==> src/rtl/mem_port_arbiter_pkg.sv <==
// Shared types for the unified memory port: request record, port bundles and arbiter state.
package mem_port_arbiter_pkg;

  localparam logic [1:0] M_XRD = 2'd0;
  localparam logic [1:0] M_XWR = 2'd1;

  typedef struct packed {
    logic [31:0] addr;
    logic [31:0] data;
    logic [1:0]  fcn;
    logic [2:0]  typ;
  } MemoryRequest;

  typedef struct packed {
    logic         req_valid;
    MemoryRequest req;
  } MemoryOut;

  typedef struct packed {
    logic        req_ready;
    logic        res_valid;
    logic [31:0] res_data;
  } MemoryIn;

  typedef enum logic [1:0] {ARB_IDLE, ARB_ISSUE, ARB_WAIT} ArbState;

  typedef enum logic {OWN_IMEM, OWN_DMEM} ArbOwner;

endpackage

==> src/rtl/mem_port_grant.sv <==
// Winner selection for the memory port: dmem-first, with a streak limit so fetch is never starved.
module mem_port_grant #(
  parameter int unsigned MAX_DSTREAK = 4
) (
  input  logic clk,
  input  logic rst_n,
  input  logic idle,
  input  logic imem_req_valid,
  input  logic imem_kill,
  input  logic dmem_req_valid,
  output logic grant_imem,
  output logic grant_dmem
);

  localparam logic [3:0] StreakMax = 4'(MAX_DSTREAK);

  logic [3:0] streak_q, streak_d;
  logic       imem_elig;
  logic       at_max;

  assign imem_elig  = imem_req_valid & ~imem_kill;
  assign at_max     = (streak_q == StreakMax);
  assign grant_imem = idle & imem_elig & (~dmem_req_valid | at_max);
  assign grant_dmem = idle & dmem_req_valid & (~imem_elig | ~at_max);

  // The streak counts dmem wins while fetch is asking, killed or not.
  always_comb begin
    streak_d = streak_q;
    if (grant_dmem) begin
      if (imem_req_valid) streak_d = at_max ? StreakMax : streak_q + 4'd1;
      else                streak_d = 4'd0;
    end else if (grant_imem) begin
      streak_d = 4'd0;
    end
  end

  always_ff @(posedge clk or negedge rst_n) begin
    if (!rst_n) streak_q <= 4'd0;
    else        streak_q <= streak_d;
  end

endmodule

==> src/rtl/mem_port_arbiter.sv <==
// Shares one memory port between fetch and data access, one transaction in flight at a time.
module mem_port_arbiter
  import mem_port_arbiter_pkg::*;
#(
  parameter int unsigned MAX_DSTREAK = 4
) (
  input  logic         clk,
  input  logic         rst_n,
  input  logic         imem_req_valid,
  input  MemoryRequest imem_req,
  output logic         imem_req_ready,
  output logic         imem_res_valid,
  output logic [31:0]  imem_res_data,
  input  logic         imem_kill,
  input  logic         dmem_req_valid,
  input  MemoryRequest dmem_req,
  output logic         dmem_req_ready,
  output logic         dmem_res_valid,
  output logic [31:0]  dmem_res_data,
  output logic         mem_req_valid,
  output MemoryRequest mem_req,
  input  logic         mem_req_ready,
  input  logic         mem_res_valid,
  input  logic [31:0]  mem_res_data,
  output logic         busy
);

  ArbState      state_q;
  ArbOwner      owner_q;
  logic         killed_q;
  MemoryRequest mem_req_q;
  logic         grant_imem, grant_dmem;
  logic         idle;
  logic         wait_res;

  // Gating with rst_n keeps the readies low while reset is held.
  assign idle = (state_q == ARB_IDLE) & rst_n;

  mem_port_grant #(
    .MAX_DSTREAK(MAX_DSTREAK)
  ) u_grant (
    .clk           (clk),
    .rst_n         (rst_n),
    .idle          (idle),
    .imem_req_valid(imem_req_valid),
    .imem_kill     (imem_kill),
    .dmem_req_valid(dmem_req_valid),
    .grant_imem    (grant_imem),
    .grant_dmem    (grant_dmem)
  );

  always_ff @(posedge clk or negedge rst_n) begin
    if (!rst_n) begin
      state_q   <= ARB_IDLE;
      owner_q   <= OWN_IMEM;
      killed_q  <= 1'b0;
      mem_req_q <= '0;
    end else begin
      unique case (state_q)
        ARB_IDLE: begin
          if (grant_dmem) begin
            mem_req_q <= dmem_req;
            owner_q   <= OWN_DMEM;
            killed_q  <= 1'b0;
            state_q   <= ARB_ISSUE;
          end else if (grant_imem) begin
            mem_req_q <= imem_req;
            owner_q   <= OWN_IMEM;
            killed_q  <= 1'b0;
            state_q   <= ARB_ISSUE;
          end
        end
        ARB_ISSUE: begin
          if (imem_kill && owner_q == OWN_IMEM) killed_q <= 1'b1;
          if (mem_req_ready) state_q <= ARB_WAIT;
        end
        ARB_WAIT: begin
          if (imem_kill && owner_q == OWN_IMEM) killed_q <= 1'b1;
          if (mem_res_valid) state_q <= ARB_IDLE;
        end
        default: state_q <= ARB_IDLE;
      endcase
    end
  end

  assign wait_res       = (state_q == ARB_WAIT) & mem_res_valid;
  assign imem_req_ready = grant_imem;
  assign dmem_req_ready = grant_dmem;
  // A kill arriving with the response itself must still suppress it.
  assign imem_res_valid = wait_res & (owner_q == OWN_IMEM) & ~killed_q & ~imem_kill;
  assign dmem_res_valid = wait_res & (owner_q == OWN_DMEM);
  assign imem_res_data  = mem_res_data;
  assign dmem_res_data  = mem_res_data;
  assign mem_req_valid  = (state_q == ARB_ISSUE);
  assign mem_req        = mem_req_q;
  assign busy           = (state_q != ARB_IDLE);

endmodule
==> config.mk <==
export PLATFORM = sky130hd
export DESIGN_NAME = mem_port_arbiter
export DESIGN_NICKNAME = d
export VERILOG_FILES = /design/src/rtl/mem_port_arbiter_pkg.sv /design/src/rtl/mem_port_grant.sv /design/src/rtl/mem_port_arbiter.sv
export SDC_FILE = /design/constraint.sdc
export NUM_CORES = 1
export LEC_CHECK = 0
export CAP_MARGIN = 10
export CORE_AREA = 5 5 120 122
export DETAILED_ROUTE_END_ITERATION = 7
export DIE_AREA = 0 0 125 127
export MAX_ROUTING_LAYER = met4
export PLACE_DENSITY = 0.84
export SLEW_MARGIN = 20
export SYNTH_ARGS = -nofsm -noshare
export SYNTH_HDL_FRONTEND = slang
export SYNTH_SLANG_ARGS = --single-unit
==> constraint.sdc <==
create_clock -name clk -period 3.76 [get_ports clk]
set_clock_uncertainty 0.05 [all_clocks]
set_input_delay 0.752 -clock clk [delete_from_list [all_inputs] [get_ports clk]]
set_output_delay 0.752 -clock clk [all_outputs]
set_load 0.1 [all_outputs]
==> results of run 1 <==
==> cell usage in the layout, fill, tap and decap left out <==
cell	count
mux2_2	2
nand2_1	143
bufinv_16	1
nand2b_1	2
a21o_1	1
buf_4	10
clkbuf_1	3
o22ai_1	1
and3b_1	1
a22oi_2	69
nor4_2	1
and3_1	1
nor3_1	1
a222oi_1	1
clkbuf_16	9
nor2b_4	1
o21ai_0	1
a32o_1	1
inv_1	8
clkdlybuf4s50_1	212
o21ai_1	1
o31ai_1	1
clkbuf_8	2
dfrtp_1	77
a21oi_4	1
a21oi_1	4
nand3_1	3
o2111a_4	1
o21ba_2	1
ha_1	7
o211ai_4	1
buf_12	4
==> state kept, by name, summed over array words and instances, names as in the netlist <==
| register | flops |
|---|---|
| mem_req | 69 |
| u_grant.streak_q | 4 |
| owner_q | 1 |
| killed_q | 1 |
| state_q | 2 |
==> report_power, final <==
| group | leakage, µW | total (µW) | switching (µW) | internal, µW |
|---|---|---|---|---|
| combinational | 0.00169 | 4300 | 3300 | 997 |
| clock | 0.000143 | 859 | 312 | 547 |
| sequential | 0.000968 | 1410 | 213 | 1200 |
| total | 0.00280 | 6570 | 3830 | 2740 |
==> final timing paths <==
kind | start | end | cells past startpoint
worst max register to register | state_q[1] | u_grant.streak_q[0] | 7
worst min register to register | mem_req[56] | mem_req[56] | 2
min in group asynchronous | rst_n | mem_req[15] | 2
max in group asynchronous | rst_n | mem_req[56] | 3
worst min-delay path | mem_req[56] | mem_req[56] | 2
worst max-delay path | imem_req_valid | imem_req_ready | 4
==> worst min-delay path: cells and delay by family (launching register included) <==
family / cells / cell delay, ns
DFF: 1 / 0.33
and+or+nand+nor: 2 / 0.10
==> through the flow <==
step	power, µW	cells
global route	6870	748
finish	6570	748
detailed placement	5750	732
global placement	5680	732
CTS	6640	747
floorplan	4950	418
==> layer usage <==
metal	GRT usage [%]	share of wire, %
met5	-	0
met4	5.48	1.9
met3	6.05	9.6
met2	27.6	53
met1	16.7	36
==> cell type report <==
| class | instances | area [µm²] | area share [%] |
|---|---|---|---|
| repair buffers | 226 | 2280 | 35.2 |
| inverters | 8 | 30.0 | 0.464 |
| well taps | 176 | 220 | 3.40 |
| clock buffers | 14 | 264 | 4.08 |
| clock inverters | 1 | 30.0 | 0.464 |
| flip-flops and latches | 77 | 1930 | 29.8 |
| multi-input cells | 246 | 1720 | 26.6 |
==> cell families after synthesis <==
family | share of synthesized area, %
flops | 44.4
simple gates | 13.9
compound gates | 22.7
buf+inv | 16.4
mux | 0.519
fa+ha+maj | 2.02
==> summary.md, run 1 <==
| Metric | Value |
|---|---|
| Area Growth Syn to Fin | 49.2% |
| Post-DP HPWL | between 9 and 10 mm |
| Initial antenna violation count | 0 |
| Mapped Nets | around 600 |
| Fillers | around 1100 |
| Buffers & Inverters on Critical Path | 2 |
| Cell area after layout | approximately 6500 µm² |
| DIE AREA | ~16000 µm² |
| Leakage | 0.00280 µW |
| Maximum Capacitance Violations | 0 |
| # rows | 42 |
| Final Core Density | 49.5% |
| Synth Flop Type | dfrtp_1 |
| Post-synthesis sequential area ratio | between 40 and 50% |
| Synth cell count leaders | nand2_1, dfrtp_1, a22oi_2, buf_4, buf_6 |
| RSZ-0062 raised after global routing | false |
| Initial core utilization | between 30% and 40% |
| Critical path, cell by cell | clkdlybuf4s50_1, nor2b_4, o2111a_4, buf_12 |
| Max transition margin | 31.8% |
| Worst-path fanout max | 4 |
| Min Tclk post-route | ~2.8 ns |
| CP top delay family | buffers and inverters |
| Iter 0 DRT Violations | 102 |
| Via count | roughly 3500 |
| Die W | about 130 µm |
| Fmax | 353 MHz |
| CTS sink count | just under 80 |
| Number of global-route vias before repair | 3891 |
| Type of origin of the critical path | input pin |
| Status | completed |
| Io pins | ~320 |
| Grt ovf | 0 |
| Antenna Cells | 0 |
| Wire per inst | about 16 µm |
| Setup WS pre-CTS | 0.932 ns |
| Synth warn | 0 |
| Fraction of layout instances using a drive strength above 1 | between 10% and 20% |
| Vias/cell | ~4.7 |
| Die Y | approximately 130 µm |
| Power Dens Cells | 1020 nW/µm² |
| Post-Syn Area per Cell | 10.4 µm² |
| Yosys top cell by area | dfrtp_1 |
| CTS tree | yes |
| Largest net degree at the start of global routing | 78 |
| Setup Fix Bufs, Post-CTS | 0 |
| DRT Wirelength | roughly 12 mm |
| Max VDD drop | approximately 0.63 mV |
| Synthesized area | 4340 µm² |
| First-pass GRT wire length | between 15 and 20 mm |
| Antenna-violating nets left | 0 |
| Slew @ Worst Pin | slightly above 1 ns |
| Core area | 13100 µm² |
| Tot GR Track Use | between 10% and 20% |
| Total CTS buffers | 9 |
| Distinct cell type count after synthesis | 30 |
| Setup TNS Final | 0 ns |
| FF+latch count, synth | a little under 80 |
| WP data required | ~3.0 ns |
| Post-synth EDFFs | 0 |
| Synth top area cells | dfrtp_1, a22oi_2, nand2_1 |
| Routability cong. | about 0.89 |
| Crit Path Class | input pin to output port |
| # port buffers | 219 |
| Root Buffer | clkbuf_16 |
| Most common cell in the netlist | nand2_1 |
| Clk slew on worst S/H paths | approximately 0.05 ns |
| Fraction of registers with async set/reset | 100% |
| Area post-placement | between 6000 and 7000 µm² |
| Count of final setup violators | 0 |
| Clock insertion delay at the later pin of the skew report | between 0.3 and 0.4 ns |
| Post-Syn Instances | roughly 420 |
| Crit-path max cell delay | approximately 0.53 ns |
| WHS | just over 0.4 ns |
| Yosys top cell area share | between 40% and 50% |
| Worst Hold Class | flip-flop to flip-flop |
| DR DRC count | 0 |
| Slowest cell on crit path | clkdlybuf4s50_1 |
| Clock Path Buffers | 2 |
| Reg2reg setup slack | ~1.4 ns |
| Pins over their slew limit | 0 |
| Final Net Count | about 750 |
| Post-cts hold buffer count | 0 |
| Period utilisation layout | 75.4% |
| Post-CTS sizing | 0 |
| Critical Path AT | slightly above 2 ns |
| Post-route setup slack | roughly 0.92 ns |
| H-tree Lvls | 3 |
| Critical Path End Type | output port |
| Final Hold Viols | 0 |
| 1st-pass router iterations | 4 |
(Power assumes the default switching activity.)
==> run 2: changes to the inputs <==
- CORE_AREA: 5 5 120 122 -> unset
- CORE_MARGIN: unset -> 5
- CORE_UTILIZATION: unset -> 32
- DIE_AREA: 0 0 125 127 -> unset
- PLACE_DENSITY: 0.84 -> 0.85
- clock period: 3.76 -> 2.5 ns (I/O delays scaled with it)
==> run 2 against run 1 <==
- via count up 1.8%
- die area grew 0.67%
- worst hold slack got worse by 0.11 ns
- largest power group unchanged
- highest routed layer unchanged
==> summary.md, run 2 (synthesis results as in run 1) <==
| Metric | Value |
|---|---|
| Antenna Cells | 0 (unchanged) |
| Iter 0 DRT Violations | 149 (was 102) |
| Core area | 13200 µm² (was 13100 µm²) |
| Via count | 3553 (was 3491) |
| DIE AREA | 16000 µm² (was 15900 µm²) |
| Leakage | 0.00291 µW (was 0.00280 µW) |
| Number of flip-flops in the largest register | 69 (unchanged) |
| Vias/cell | 4.76 (was 4.67) |
| Total CTS buffers | 9 (unchanged) |
| Status | completed (unchanged) |
| Count of final setup violators | 0 (unchanged) |
| RSZ-0062 raised after global routing | false (unchanged) |
| Die W | 126 µm (was 125 µm) |
| Antenna-violating nets left | 0 (unchanged) |
| Final Hold Viols | 0 (unchanged) |
| DRT met1 WL | 4.42 mm (was 4.38 mm) |
| Tot GR Track Use | 15.9% (about the same) |
| Met2 routed WL | 6.64 mm (was 6.45 mm) |
| Final Net Count | 750 (was 752) |
| Setup Fix Bufs, Post-CTS | 0 (unchanged) |
| Grt ovf | 0 (unchanged) |
| Top sig layer | met4 (unchanged) |
| WP data required | 1.95 ns (was 2.96 ns) |
| Root Buffer | clkbuf_16 (unchanged) |
| Maximum Capacitance Violations | 0 (unchanged) |
| Fmax | between 400 and 500 MHz |
| Post-DP HPWL | 9.71 mm (was 9.61 mm) |
| Setup TNS Final | 0 ns (unchanged) |
| Period utilisation layout | ~94% |
| Slew @ Worst Pin | 0.692 ns (was 1.02 ns) |
| H-tree Lvls | 3 (unchanged) |
| Met3 Routed Length | 1.28 mm (was 1.17 mm) |
| Worst-path fanout max | 5 (was 4) |
| Power Dens Cells | 1540 nW/µm² (was 1020 nW/µm²) |
| Clk slew on worst S/H paths | 0.06 ns (was 0.05 ns) |
| Post-CTS sizing | 0 (unchanged) |
| # rows | 42 (unchanged) |
| Cell area after layout | 6370 µm² (was 6470 µm²) |
| Fraction of layout instances using a drive strength above 1 | 30.5% (was 18.0%) |
| Post-cts hold buffer count | 0 (unchanged) |
| Max VDD drop | 1.04 mV (was 0.629 mV) |
| Critical path, cell by cell | inv_1, ha_1, and3b_1, o2111a_4, buf_12 (was clkdlybuf4s50_1, nor2b_4, o2111a_4, buf_12) |
| Type of origin of the critical path | flip-flop (was input pin) |
| CTS sink count | 77 (unchanged) |
| Die Y | 126 µm (was 127 µm) |
| Pins over their slew limit | 0 (unchanged) |
| Initial antenna violation count | 0 (unchanged) |
| # port buffers | 219 (unchanged) |
| Area Growth Syn to Fin | 46.8% (was 49.2%) |
| Crit-path max cell delay | 0.41 ns (was 0.53 ns) |
| Commonest cells after routing, fill and taps aside | nand2_1, clkdlybuf4s50_1, dfrtp_1 (was clkdlybuf4s50_1, nand2_1, dfrtp_1) |
| Area post-placement | 6060 µm² (was 6160 µm²) |
| Critical Path End Type | output port (unchanged) |
| Setup WS pre-CTS | 0.160 ns (was 0.932 ns) |
| DR DRC count | 0 (unchanged) |
| Min Tclk post-route | around 2.3 ns |
| 1st-pass router iterations | 4 (unchanged) |
| DRT Wirelength | 12.5 mm (was 12.2 mm) |
| Clock insertion delay at the later pin of the skew report | 0.33 ns (about the same) |
| Routability cong. | 0.906 (was 0.895) |
| Critical Path AT | 1.79 ns (was 2.03 ns) |
| Crit Path Class | flip-flop to output port (was input pin to output port) |
| Initial core utilization | 32.7% (was 33.1%) |
| Worst Hold Class | input pin to asynchronous set/reset pin (was flip-flop to flip-flop) |
| CTS tree | yes (unchanged) |
| Max transition margin | 53.8% (was 31.8%) |
| Io pins | 316 (unchanged) |
| First-pass GRT wire length | 20.0 mm (was 19.9 mm) |
| Power Total | 9820 µW (was 6570 µW) |
| Wire per inst | 16.8 µm (was 16.3 µm) |
| Number of global-route vias before repair | 3848 (was 3891) |
| Slowest cell on crit path | dfrtp_1 (was clkdlybuf4s50_1) |
| Largest net degree at the start of global routing | 78 (unchanged) |
| Post-route setup slack | 0.158 ns (was 0.924 ns) |
| Clock Path Buffers | 2 (unchanged) |
run 2: cell types whose count changed in the layout (fill, tap and decap cells not counted), sizes merged:
cell | previous run | this run
buf | 14 | 81
clkbuf | 14 | 11
clkdlybuf4s50 | 212 | 143
clkinv | 0 | 2
clkinvlp | 0 | 1
run 2: stage by stage:
step           cells  hold WS (ns)  utilization [%]
2_1_floorplan    418         0.154                -
3_3_place_gp     731         0.401             45.8
3_5_place_dp     731         0.407             45.8
4_1_cts          746         0.420             48.0
5_1_grt          746         0.372             48.1
6_report         746         0.305             48.1
run 2: worst paths after layout:
check	end	depth (start not counted)	slack, ns	from
worst max-delay path	imem_req_ready	5	0.16	u_grant.streak_q[0]
worst min-delay path	u_grant.streak_q[1]	2	0.31	rst_n
worst max register to register	mem_req[13]	7	0.41	state_q[0]
worst min register to register	mem_req[20]	2	0.42	mem_req[20]
max in group asynchronous	mem_req[47]	2	1.62	rst_n
min in group clk	mem_req[20]	2	0.42	mem_req[20]
run 2: final cells by class:
type / count / area (µm²)
clock buffer: 11 / 253
clock inverter: 4 / 47.5
fill: 1199 / 6880
inverter: 8 / 30.0
multi-input combinational: 246 / 1730
sequential: 77 / 1930
tap: 176 / 220
timing repair buffer: 224 / 2160
run 2: critical path: cells and delay by family (launching register included):
kind	cells	cell delay [ns]
compound gates	1	0.33
fa+ha+maj	1	0.22
buf+inv	2	0.24
flops	1	0.41
simple gates	1	0.26
run 2: metal layers:
metal  GRT usage (%)  vias up
li1                -     1642
met1            16.5     1672
met2            27.8      223
met3            5.67       16
met4            5.49        0
met5               -        -
run 2: report_power, final:
group / internal, µW / switching [µW]
registers: 1810 / 345
logic: 1380 / 4970
clock network: 818 / 496
total: 4000 / 5810
